`src/rtl/fifo_rd_burst.sv`:
```
// Drains a programmed number of words from an async FIFO read port into a
// valid/ready stream through a 2-entry skid buffer. Optional: FIFO_RD_BURST_CHECKSUM_EN.
module fifo_rd_burst #(
    parameter int DSIZE = 8,
    parameter int ASIZE = 9
) (
    input  logic             rclk,
    input  logic             rrst_n,
    input  logic [DSIZE-1:0] rdata,
    input  logic             rempty,
    output logic             rinc,
    input  logic             start,
    input  logic [ASIZE:0]   burst_len,
    output logic             busy,
    output logic             done,
    output logic             m_valid,
    output logic [DSIZE-1:0] m_data,
    input  logic             m_ready,
    output logic [ASIZE:0]   word_cnt
`ifdef FIFO_RD_BURST_CHECKSUM_EN
    ,
    output logic [DSIZE-1:0] checksum
`endif
);

    typedef enum logic [1:0] {IDLE, BURST, DONE} state_t;

    localparam logic [ASIZE:0] ONE = 1;

    state_t           r_state;
    logic [ASIZE:0]   r_remaining;
    logic [ASIZE:0]   r_word_cnt;
    logic             r_busy;
    logic             r_done;
    logic [DSIZE-1:0] r_buf0;
    logic [DSIZE-1:0] r_buf1;
    logic [1:0]       r_cnt;

    logic             w_push;
    logic             w_pop;
    logic [1:0]       w_cnt_nxt;

    assign w_push = (r_state == BURST) && (r_remaining != '0) && !rempty && (r_cnt != 2'd2);
    assign w_pop  = (r_cnt != 2'd0) && m_ready;

    always_comb begin
        w_cnt_nxt = r_cnt;
        if (w_push && !w_pop)
            w_cnt_nxt = r_cnt + 2'd1;
        else if (w_pop && !w_push)
            w_cnt_nxt = r_cnt - 2'd1;
    end

    // Completion looks at the post-edge buffer count so done follows the last transfer by one cycle.
    always_ff @(posedge rclk or negedge rrst_n) begin
        if (!rrst_n) begin
            r_state     <= IDLE;
            r_remaining <= '0;
            r_word_cnt  <= '0;
            r_busy      <= 1'b0;
            r_done      <= 1'b0;
        end else begin
            case (r_state)
                IDLE: begin
                    if (start) begin
                        r_state     <= BURST;
                        r_remaining <= burst_len;
                        r_word_cnt  <= '0;
                        r_busy      <= 1'b1;
                    end
                end
                BURST: begin
                    if (r_remaining == '0 && w_cnt_nxt == 2'd0) begin
                        r_state <= DONE;
                        r_busy  <= 1'b0;
                        r_done  <= 1'b1;
                    end
                end
                DONE: begin
                    r_done  <= 1'b0;
                    r_state <= IDLE;
                end
                default: r_state <= IDLE;
            endcase
            if (w_push) begin
                r_remaining <= r_remaining - ONE;
                r_word_cnt  <= r_word_cnt + ONE;
            end
        end
    end

    // r_buf0 is always the head; a push lands in the first free slot.
    always_ff @(posedge rclk or negedge rrst_n) begin
        if (!rrst_n) begin
            r_buf0 <= '0;
            r_buf1 <= '0;
            r_cnt  <= 2'd0;
        end else begin
            r_cnt <= w_cnt_nxt;
            case ({w_push, w_pop})
                2'b10: begin
                    if (r_cnt == 2'd0)
                        r_buf0 <= rdata;
                    else
                        r_buf1 <= rdata;
                end
                2'b01: r_buf0 <= r_buf1;
                2'b11: r_buf0 <= rdata;
                default: ;
            endcase
        end
    end

`ifdef FIFO_RD_BURST_CHECKSUM_EN
    logic [DSIZE-1:0] r_checksum;

    always_ff @(posedge rclk or negedge rrst_n) begin
        if (!rrst_n)
            r_checksum <= '0;
        else if (r_state == IDLE && start)
            r_checksum <= '0;
        else if (w_pop)
            r_checksum <= r_checksum ^ r_buf0;
    end

    assign checksum = r_checksum;
`endif

    assign rinc     = w_push;
    assign busy     = r_busy;
    assign done     = r_done;
    assign m_valid  = (r_cnt != 2'd0);
    assign m_data   = r_buf0;
    assign word_cnt = r_word_cnt;

endmodule
```
`config.mk`:
```
export PLATFORM = sky130hd
export DESIGN_NAME = fifo_rd_burst
export DESIGN_NICKNAME = d
export VERILOG_FILES = /design/src/rtl/fifo_rd_burst.sv
export SDC_FILE = /design/constraint.sdc
export NUM_CORES = 1
export LEC_CHECK = 0
export CAP_MARGIN = 25
export CORE_MARGIN = 1
export CORE_UTILIZATION = 47
export CTS_CLUSTER_DIAMETER = 120
export DETAILED_ROUTE_END_ITERATION = 8
export PLACE_DENSITY = 0.76
export RECOVER_POWER = 25
export SLEW_MARGIN = 20
export SYNTH_ARGS = -nofsm -noshare
export SYNTH_HDL_FRONTEND = slang
export SYNTH_SLANG_ARGS = --single-unit
```
`constraint.sdc`:
```
create_clock -name rclk -period 2.4 [get_ports rclk]
set_input_delay 0.24 -clock rclk [delete_from_list [all_inputs] [get_ports rclk]]
set_output_delay 0.24 -clock rclk [all_outputs]
set_load 0.05 [all_outputs]
```
# Yosys cells after proc, flatten, opt, wreduce, memory -nomap -nowiden
# Index checks and enable logic that the tools add are counted.
totals:
  in_bits: 23
  reg_bits: 42
  word_cells: 67
classes:
  n_mux: 18
  bitwise: 1
  addsub: 4
  n_reduce_logical: 27
  n_eq_ne: 9
op_table:
  columns: ["op", "count"]
  rows:
  - ["two-way mux 10 bit", 6]
  - ["one-hot mux 8 bit (3 select lines)", 1]
  - ["adder 10 x 1 -> 10 bit (second input constant)", 1]
  - ["logical NOT 10 bit", 1]
  - ["AND reduction 2 bit", 5]
  - ["nonzero test 10 bit", 1]
  - ["nonzero test 2 bit", 5]
  - ["subtractor 10 x 1 -> 10 bit (second input constant)", 1]
  - ["two-way mux 2 bit", 4]
  - ["two-way mux 8 bit", 1]
  - ["logical AND 1 bit", 7]
  - ["== test 2 bit (second input constant)", 3]
  - ["logical NOT 2 bit", 3]
  - ["inequality test 2 bit (second input constant)", 3]
  - ["== test 2 x 1 -> 1 bit (second input constant)", 2]
  - ["one-hot mux 1 bit (2 select lines)", 2]
  - ["one-hot mux 2 bit (2 select lines)", 1]
  - ["logical NOT 1 bit", 3]
  - ["two-way mux 1 bit", 3]
  - ["AND reduction 3 bit", 1]
  - ["nonzero test 3 bit", 1]
  - ["adder 2 x 1 -> 2 bit (second input constant)", 1]
  - ["inequality test 2 x 1 -> 1 bit (second input constant)", 1]
  - ["subtractor 2 x 1 -> 2 bit (second input constant)", 1]
  - ["NOT 1 bit", 1]

# Longest topological paths before layout
# Gate-level depths: netlist of the first run.
depth:
  ltp_word: 12
  mapped_depth: 9

# Least setup slack after synthesis of the first run
# No wires, ideal clock.
synth_timing:
  path_kind: "register -> register"
  from: "register r_state[1]"
  to: "register r_word_cnt[4] (netlist: word_cnt[4])"
  arrival_ps: 2318
  stages_incl_launch_ff: 10
  period_less_slack_ps: 2400
  required_time_ps: 2318
  setup_slack_ps: 0
  cell_sequence: "dfrtp_1 -> inv_1 -> ha_1 -> buf_2 -> nor3b_1 -> o31ai_4 -> inv_2 -> buf_2 -> a21oi_1 -> a31oi_1"
synth_between:
  elab_chain_len: 6
synth_rtl:
  columns: ["element", "line", "rtl"]
  rows:
  - ["from (decl)", "30", "state_t r_state;"]
  - ["from (signal assigned)", "57", "r_state <= IDLE;"]
  - ["from (signal assigned)", "66", "r_state <= BURST;"]
  - ["from (signal assigned)", "74", "r_state <= DONE;"]
  - ["== test 2 x 1 -> 1 bit *", "43", "assign w_push = (r_state == BURST) && (r_remaining != '0) && !rempty && (r_cnt != 2'd2);"]
  - ["logical AND 1 bit * (3 in a row)", "43", null]
  - ["named net rinc", "11", "output logic rinc,"]
  - ["nonzero test 2 bit (no source line)", null, null]
  - ["AND reduction 2 bit (no source line)", null, null]
  - ["to (signal assigned)", "87", "r_word_cnt <= r_word_cnt + ONE;"]
  - ["to (decl)", "32", "logic [ASIZE:0] r_word_cnt;"]
# Mark *: on every way through the listed nets, which the timed path passes. The rest lies on a longest branch.
# A chain may end at the register's enable or synchronous reset.

# Worst setup path in the final report of the first run
layout_timing:
  from: "register r_remaining[0]"
  to: "output rinc"
layout_between:
  elab_chain_len: 4
layout_rtl:
  columns: ["element", "line", "rtl"]
  rows:
  - ["from (decl)", "31", "logic [ASIZE:0] r_remaining;"]
  - ["from (signal assigned)", "67", "r_remaining <= burst_len;"]
  - ["from (signal assigned)", "86", "r_remaining <= r_remaining - ONE;"]
  - ["nonzero test 10 bit", "43", null]
  - ["logical AND 1 bit (3 in a row)", "43", null]
  - ["to (decl)", "11", null]
# Every way passes these cells.

==> flow_metrics.py, run 1 <==
metrics = {
    "clock_network": {
        "clock_path_buffers": 2,
        "clkLatencyLatePin_ps": 300,
        "h-tree-depth": 2,
        "clk_pin_slew_ps": 90,
        "cts.root.buffer_cell": "clkbuf_8",
        "cts_buffers": 5,
        "cts_sinks": 42,
        "cts_tree": "built",
    },
    "power": {
        "p_comb_frac": 0.553,
        "power_frac_clock": 0.121,
        "internal_power_w": 0.00207,
        "p_leak_nw": 1.38,
        "swShare": 0.455,
        "p_per_area_mw_per_mm2": 1200,
        "irDropWorstVdd_v": 0.000769,
        "pwr-share-seq": 0.325,
        "p_total_w": 0.00380,
        "switchingPower_w": 0.00173,
    },
    "sta": {
        "rsz0062_at_grt": "true",
        "finalWorstSetupSlack_ps": 78.6,
        "clock_skew_ps": 9.81,
        "min_period_over_period": 0.967,
        "setup_viol": 0,
        "worst_pin_slew_ps": 1140,
        "max_freq_mhz": 431,
        "timing.setup.tns_ps": 0,
        "fin_crit_ps": 2320,
        "relSlewSlack": 0.237,
        "whs_ps": 517,
        "hold_viol": 0,
        "drv_slew": 0,
    },
    "route": {
        "via_per_inst": 5.84,
        "drt-total-wl_um": 6110,
        "drc_errors": 0,
        "ant_nets": 0,
        "drt_iter0_drc": 164,
        "detailedRoute.firstPassIterationCount": 4,
        "wl_per_cell_um": 16.3,
        "dr_total_vias": 2189,
    },
    "die": {
        "die_h_um": 73.9,
        "fp.coreArea_mm2": 0.00485,
        "die_area_mm2": 0.00546,
        "ios": 45,
        "row_count": 25,
        "die_w_um": 73.9,
        "start_util": 0.501,
    },
    "cells_and_area": {
        "design_area_mm2": 0.00317,
        "ff_latch_area_mm2": 0.00105,
        "fillerInstances": 417,
        "mostFrequentLayoutCells": "42 x dfrtp_1, 42 x clkdlybuf4s50_1, 16 x buf_4",
        "antenna_cells": 0,
        "area_growth_pct": 30.3,
        "final_nets": 338,
        "drive_gt1_frac": 0.166,
        "multi_input_area_mm2": 0.00129,
    },
    "global_routing": {
        "grt_pass1_vias": 2104,
        "grt_max_degree": 26,
        "grt_pass1_wl_um": 10000,
        "grt_usage": 0.240,
        "antenna_found_initial": 0,
        "grt_overflow_total": 0,
    },
    "worst_setup_path": {
        "endpoint_kind": "primary output",
        "cpPeakStageDelay_ps": 430,
        "crit_family": "simple AND/OR/NAND/NOR gates",
        "worst-path-buf-inv": 3,
        "worstSetupPathType": "flip-flop to primary output",
        "path_cells": "inv_1 > ha_2 > or3b_4 > o31ai_4 > clkinv_4 > buf_6",
        "crit_slowest_cell": "or3b_4",
        "startpoint_type": "flip-flop",
        "startpoint": "r_remaining[0]",
        "worstPathRequired_ps": 2160,
        "crit_fanout": 8,
        "reg2reg_from": "r_remaining[0]",
        "critPathArrivalTime_ps": 2080,
    },
    "yosys": {
        "syn_inst": 246,
        "ys_seq_area_frac": 0.433,
        "synth_flop_cell": "dfrtp_1",
        "synthDistinctLibCells": 52,
        "synth-warning-count": 0,
        "synth_edf_count": 0,
        "synth.cell_area_mm2": 0.00243,
        "synth-seq-cells": 42,
        "syn-num-nets": 277,
        "syn_area_per_cell_um2": 9.87,
        "async_flop_share": 1.00,
    },
    "hold_path": {
        "worstHoldStart": "r_buf1[4]",
        "hp-class": "flip-flop to flip-flop",
    },
    "placement": {
        "portBuffers": 44,
        "place.gp.congestion": 0.816,
        "hpwl_um": 4210,
        "place_area_mm2": 0.00298,
        "place_ws_ps": 9.19,
    },
    "status": {
        "outcome": "completed",
    },
    "job": {
        "cap_violations": 0,
    },
}
through the flow:
step,utilization,cells
3_5_place_dp,0.614,358
6_report,0.653,375
5_1_grt,0.653,375
4_1_cts,0.636,368
2_1_floorplan,-,246
3_3_place_gp,0.614,358
synth_stat cells (all sizes together), types with 4 or more instances:
library cell	instances	area (µm²)
o22ai	8	50.1
o31ai	4	43.8
mux2	8	90.1
buf	9	62.6
a211oi	11	82.6
o21ai	11	55.1
mux2i	9	90.1
inv	12	45.0
nor2	11	43.8
nor3	14	70.1
nor4	5	31.3
or4	4	30.0
a21oi	11	55.1
a31oi	5	31.3
nand3	8	40.0
and3	5	31.3
dfrtp	42	1050
ha	8	100
nand2	16	60.1
per-layer routing:
metal  GRT usage  vias up  wire length [µm]
li1            -     1058                 -
met1       0.318     1076              2740
met2       0.406       51              3110
met3      0.0384        4               216
met4      0.0641        0                42
met5           0        -                 0
area by class of cell:
class	instances	area share
clock buffer	6	0.0229
clock inverter	2	0.00435
multi-input combinational	181	0.407
timing repair inverter	1	0.00158
sequential	42	0.332
timing repair buffer	64	0.190
tap	67	0.0265
inverter	12	0.0158
path summary, 6_finish.rpt:
kind	end	slack, ps	cells after the start
min in group asynchronous	r_remaining[3]	680	2
max in group asynchronous	r_remaining[4]	520	3
hold reg to reg	r_buf1[4]	520	1
setup reg to reg	r_remaining[7]	100	8
hold / removal	r_buf1[4]	520	1
setup / recovery	rinc	80	6
cell families (layout without fill, tap and decap cells):
| kind of cell | count (synthesis) | in the layout | synth area share |
|---|---|---|---|
| AOI/OAI and AO/OA | 71 | 71 | 0.211 |
| xor gates and xnor gates | 3 | 3 | 0.0108 |
| adders and majority gates | 8 | 8 | 0.0412 |
| buffers and inverters | 23 | 85 | 0.0479 |
| DFF | 42 | 42 | 0.433 |
| muxes | 17 | 17 | 0.0742 |
| and+or+nand+nor | 82 | 82 | 0.182 |
what timing repair did:
action,4_1_cts,5_1_grt
setup endpoints to repair,3,19
buffers inserted,1,6
endpoints found under the hold margin,19,0
hold buffers,1,0
gates resized for setup,1,10
pin swaps,1,1
gates cloned,0,1
sequential cells by signal, summed over array words and instances, names as in the netlist:
register / cells
busy: 1
done: 1
m_data: 8
r_buf1: 8
r_cnt: 2
r_remaining: 10
r_state: 2
word_cnt: 10
power by group through the flow:
| stage | Clock (W) | Sequential (W) | Combinational, W |
|---|---|---|---|
| 2_1_floorplan | 0 | 0.00151 | 0.00112 |
| 3_3_place_gp | 0 | 0.00123 | 0.00194 |
| 3_5_place_dp | 0 | 0.00124 | 0.00200 |
| 4_1_cts | 0.000470 | 0.00123 | 0.00202 |
| 5_1_grt | 0.000496 | 0.00127 | 0.00228 |
| 6_report | 0.000462 | 0.00124 | 0.00210 |
(Power assumes the default switching activity.)
==> run 2: changes to the inputs <==
Settings changed: CTS_CLUSTER_SIZE set to 24, GPL_TIMING_DRIVEN set to 0, MAX_ROUTING_LAYER set to met4.
==> flow_metrics.py, run 2 (synthesis results as in run 1) <==
metrics = {
    "status": {
        "outcome": "completed",
    },
    "die": {
        "die_w_um": 73.9,
        "ios": 45,
        "die_h_um": 73.9,
        "fp.coreArea_mm2": 0.00485,
        "die_area_mm2": 0.00546,
        "row_count": 25,
        "start_util": 0.501,
    },
    "sta": {
        "min_period_over_period": 0.990,
        "setup_viol": 0,
        "max_freq_mhz": 421,
        "worst_pin_slew_ps": 829,
        "rsz0062_at_grt": "true",
        "fin_crit_ps": 2380,
        "drv_slew": 0,
        "timing.setup.tns_ps": 0,
        "relSlewSlack": 0.447,
        "hold_viol": 0,
        "clock_skew_ps": 5.28,
    },
    "clock_network": {
        "clk_pin_slew_ps": 80,
        "cts.root.buffer_cell": "clkbuf_8",
        "cts_buffers": 5,
        "h-tree-depth": 2,
        "cts_sinks": 42,
        "clock_path_buffers": 2,
        "cts_tree": "built",
        "clkLatencyLatePin_ps": 300,
    },
    "job": {
        "cap_violations": 0,
    },
    "cells_and_area": {
        "mostFrequentLayoutCells": "41 x dfrtp_1, 41 x clkdlybuf4s50_1, 16 x nand2_1",
        "antenna_cells": 0,
        "drive_gt1_frac": 0.168,
        "area_growth_pct": 32.2,
        "design_area_mm2": 0.00321,
        "fin_util": 0.662,
        "final_nets": 339,
        "finalNonFillerCells": 376,
    },
    "power": {
        "internal_power_w": 0.00218,
        "pwr-share-seq": 0.318,
        "swShare": 0.445,
        "p_leak_nw": 1.38,
        "switchingPower_w": 0.00175,
        "p_per_area_mw_per_mm2": 1220,
        "irDropWorstVdd_v": 0.000676,
        "power_frac_clock": 0.144,
        "p_comb_frac": 0.538,
    },
    "worst_setup_path": {
        "critPathArrivalTime_ps": 2550,
        "crit_fanout": 7,
        "endpoint_kind": "flip-flop",
        "worstSetupPathType": "flip-flop to flip-flop",
        "worstPathRequired_ps": 2580,
        "startpoint_type": "flip-flop",
    },
    "global_routing": {
        "grt_overflow_total": 0,
        "grt_max_degree": 28,
        "grt_pass1_vias": 2072,
        "antenna_found_initial": 0,
        "grt_usage": 0.244,
        "grt_pass1_wl_um": 9850,
    },
    "route": {
        "via_per_inst": 5.94,
        "drt_iter0_drc": 143,
        "dr_total_vias": 2235,
        "wl_per_cell_um": 15.6,
        "detailedRoute.firstPassIterationCount": 4,
        "drc_errors": 0,
        "drt-total-wl_um": 5850,
        "ant_nets": 0,
    },
    "placement": {
        "hpwl_um": 4050,
        "place.gp.congestion": 0.841,
        "dp.cells": 358,
        "portBuffers": 44,
        "place_area_mm2": 0.00297,
    },
    "hold_path": {
        "hp-class": "flip-flop to flip-flop",
    },
}
==> run 2: cell types whose count changed in the layout (fill, tap and decap cells not counted), moves of 2 or more <==
cell / previous run / this run
buf_4: 16 / 8
buf_2: 0 / 3
buf_6: 2 / 4
clkbuf_2: 1 / 3
clkinv_2: 2 / 0
ha_1: 6 / 8
ha_2: 2 / 0
nor3b_1: 3 / 1
==> run 2: cell type report <==
class,instances,area [µm²]
buffer,10,72.6
clock buffer,6,72.6
clock inverter,2,37.5
fill,400,1640
inverter,12,50.0
multi-input combinational,181,1320
sequential,42,1050
tap,67,83.8
timing repair buffer,56,526
==> run 2: path summary, 6_finish.rpt <==
kind | startpoint | end | slack [ps] | cells after the start
min in group asynchronous | rrst_n | r_remaining[2] | 540 | 2
worst min register to register | r_buf1[5] | r_buf1[5] | 510 | 1
worst max register to register | r_remaining[4] | r_cnt[1] | 20 | 9
worst max-delay path | r_remaining[4] | r_cnt[1] | 20 | 9
max in group asynchronous | rrst_n | r_remaining[0] | 690 | 3
worst min-delay path | r_buf1[5] | r_buf1[5] | 510 | 1
==> run 2: critical path, stage by stage (launching register included) <==
cell      delay (ps)
dfrtp_1          380
buf_6            130
or4_1            490
clkbuf_2         190
o31ai_4          310
clkinv_4         140
clkbuf_2         180
buf_4            160
a21oi_1          170
o32ai_2          110
==> run 2: what timing repair did <==
action	CTS	global route
pin swaps	1	1
cloned	0	0
setup buffers	2	8
gates resized for setup	11	13
hold buffers	1	0
setup endpoints to repair	39	23
endpoints found under the hold margin	15	0
==> run 2: layer usage <==
layer | global-route usage | part of all wire | vias up
met4 | 0.0855 | 0.012 | 0
met1 | 0.329 | 0.45 | 1092
met5 | - | 0 | -
met2 | 0.378 | 0.49 | 68
met3 | 0.0329 | 0.044 | 7
li1 | - | - | 1068
==> run 2: power groups by stage <==
stage | Sequential (W) | Clock [W] | Combinational, W
2_1_floorplan | 0.00151 | 0 | 0.00112
3_3_place_gp | 0.00123 | 0 | 0.00190
3_5_place_dp | 0.00125 | 0 | 0.00195
4_1_cts | 0.00123 | 0.000581 | 0.00199
5_1_grt | 0.00129 | 0.000596 | 0.00231
6_report | 0.00125 | 0.000567 | 0.00211
==> run 2: metrics by stage <==
step / hold WS (ps) / worst slack [ps] / power [W]
finish: 515 / 22.8 / 0.00393
global route: 530 / -50.9 / 0.00420
CTS: 400 / 5.84 / 0.00381
detailed placement: 187 / -980 / 0.00320
global placement: 491 / -949 / 0.00313
floorplan: -55.6 / 0.0639 / 0.00263
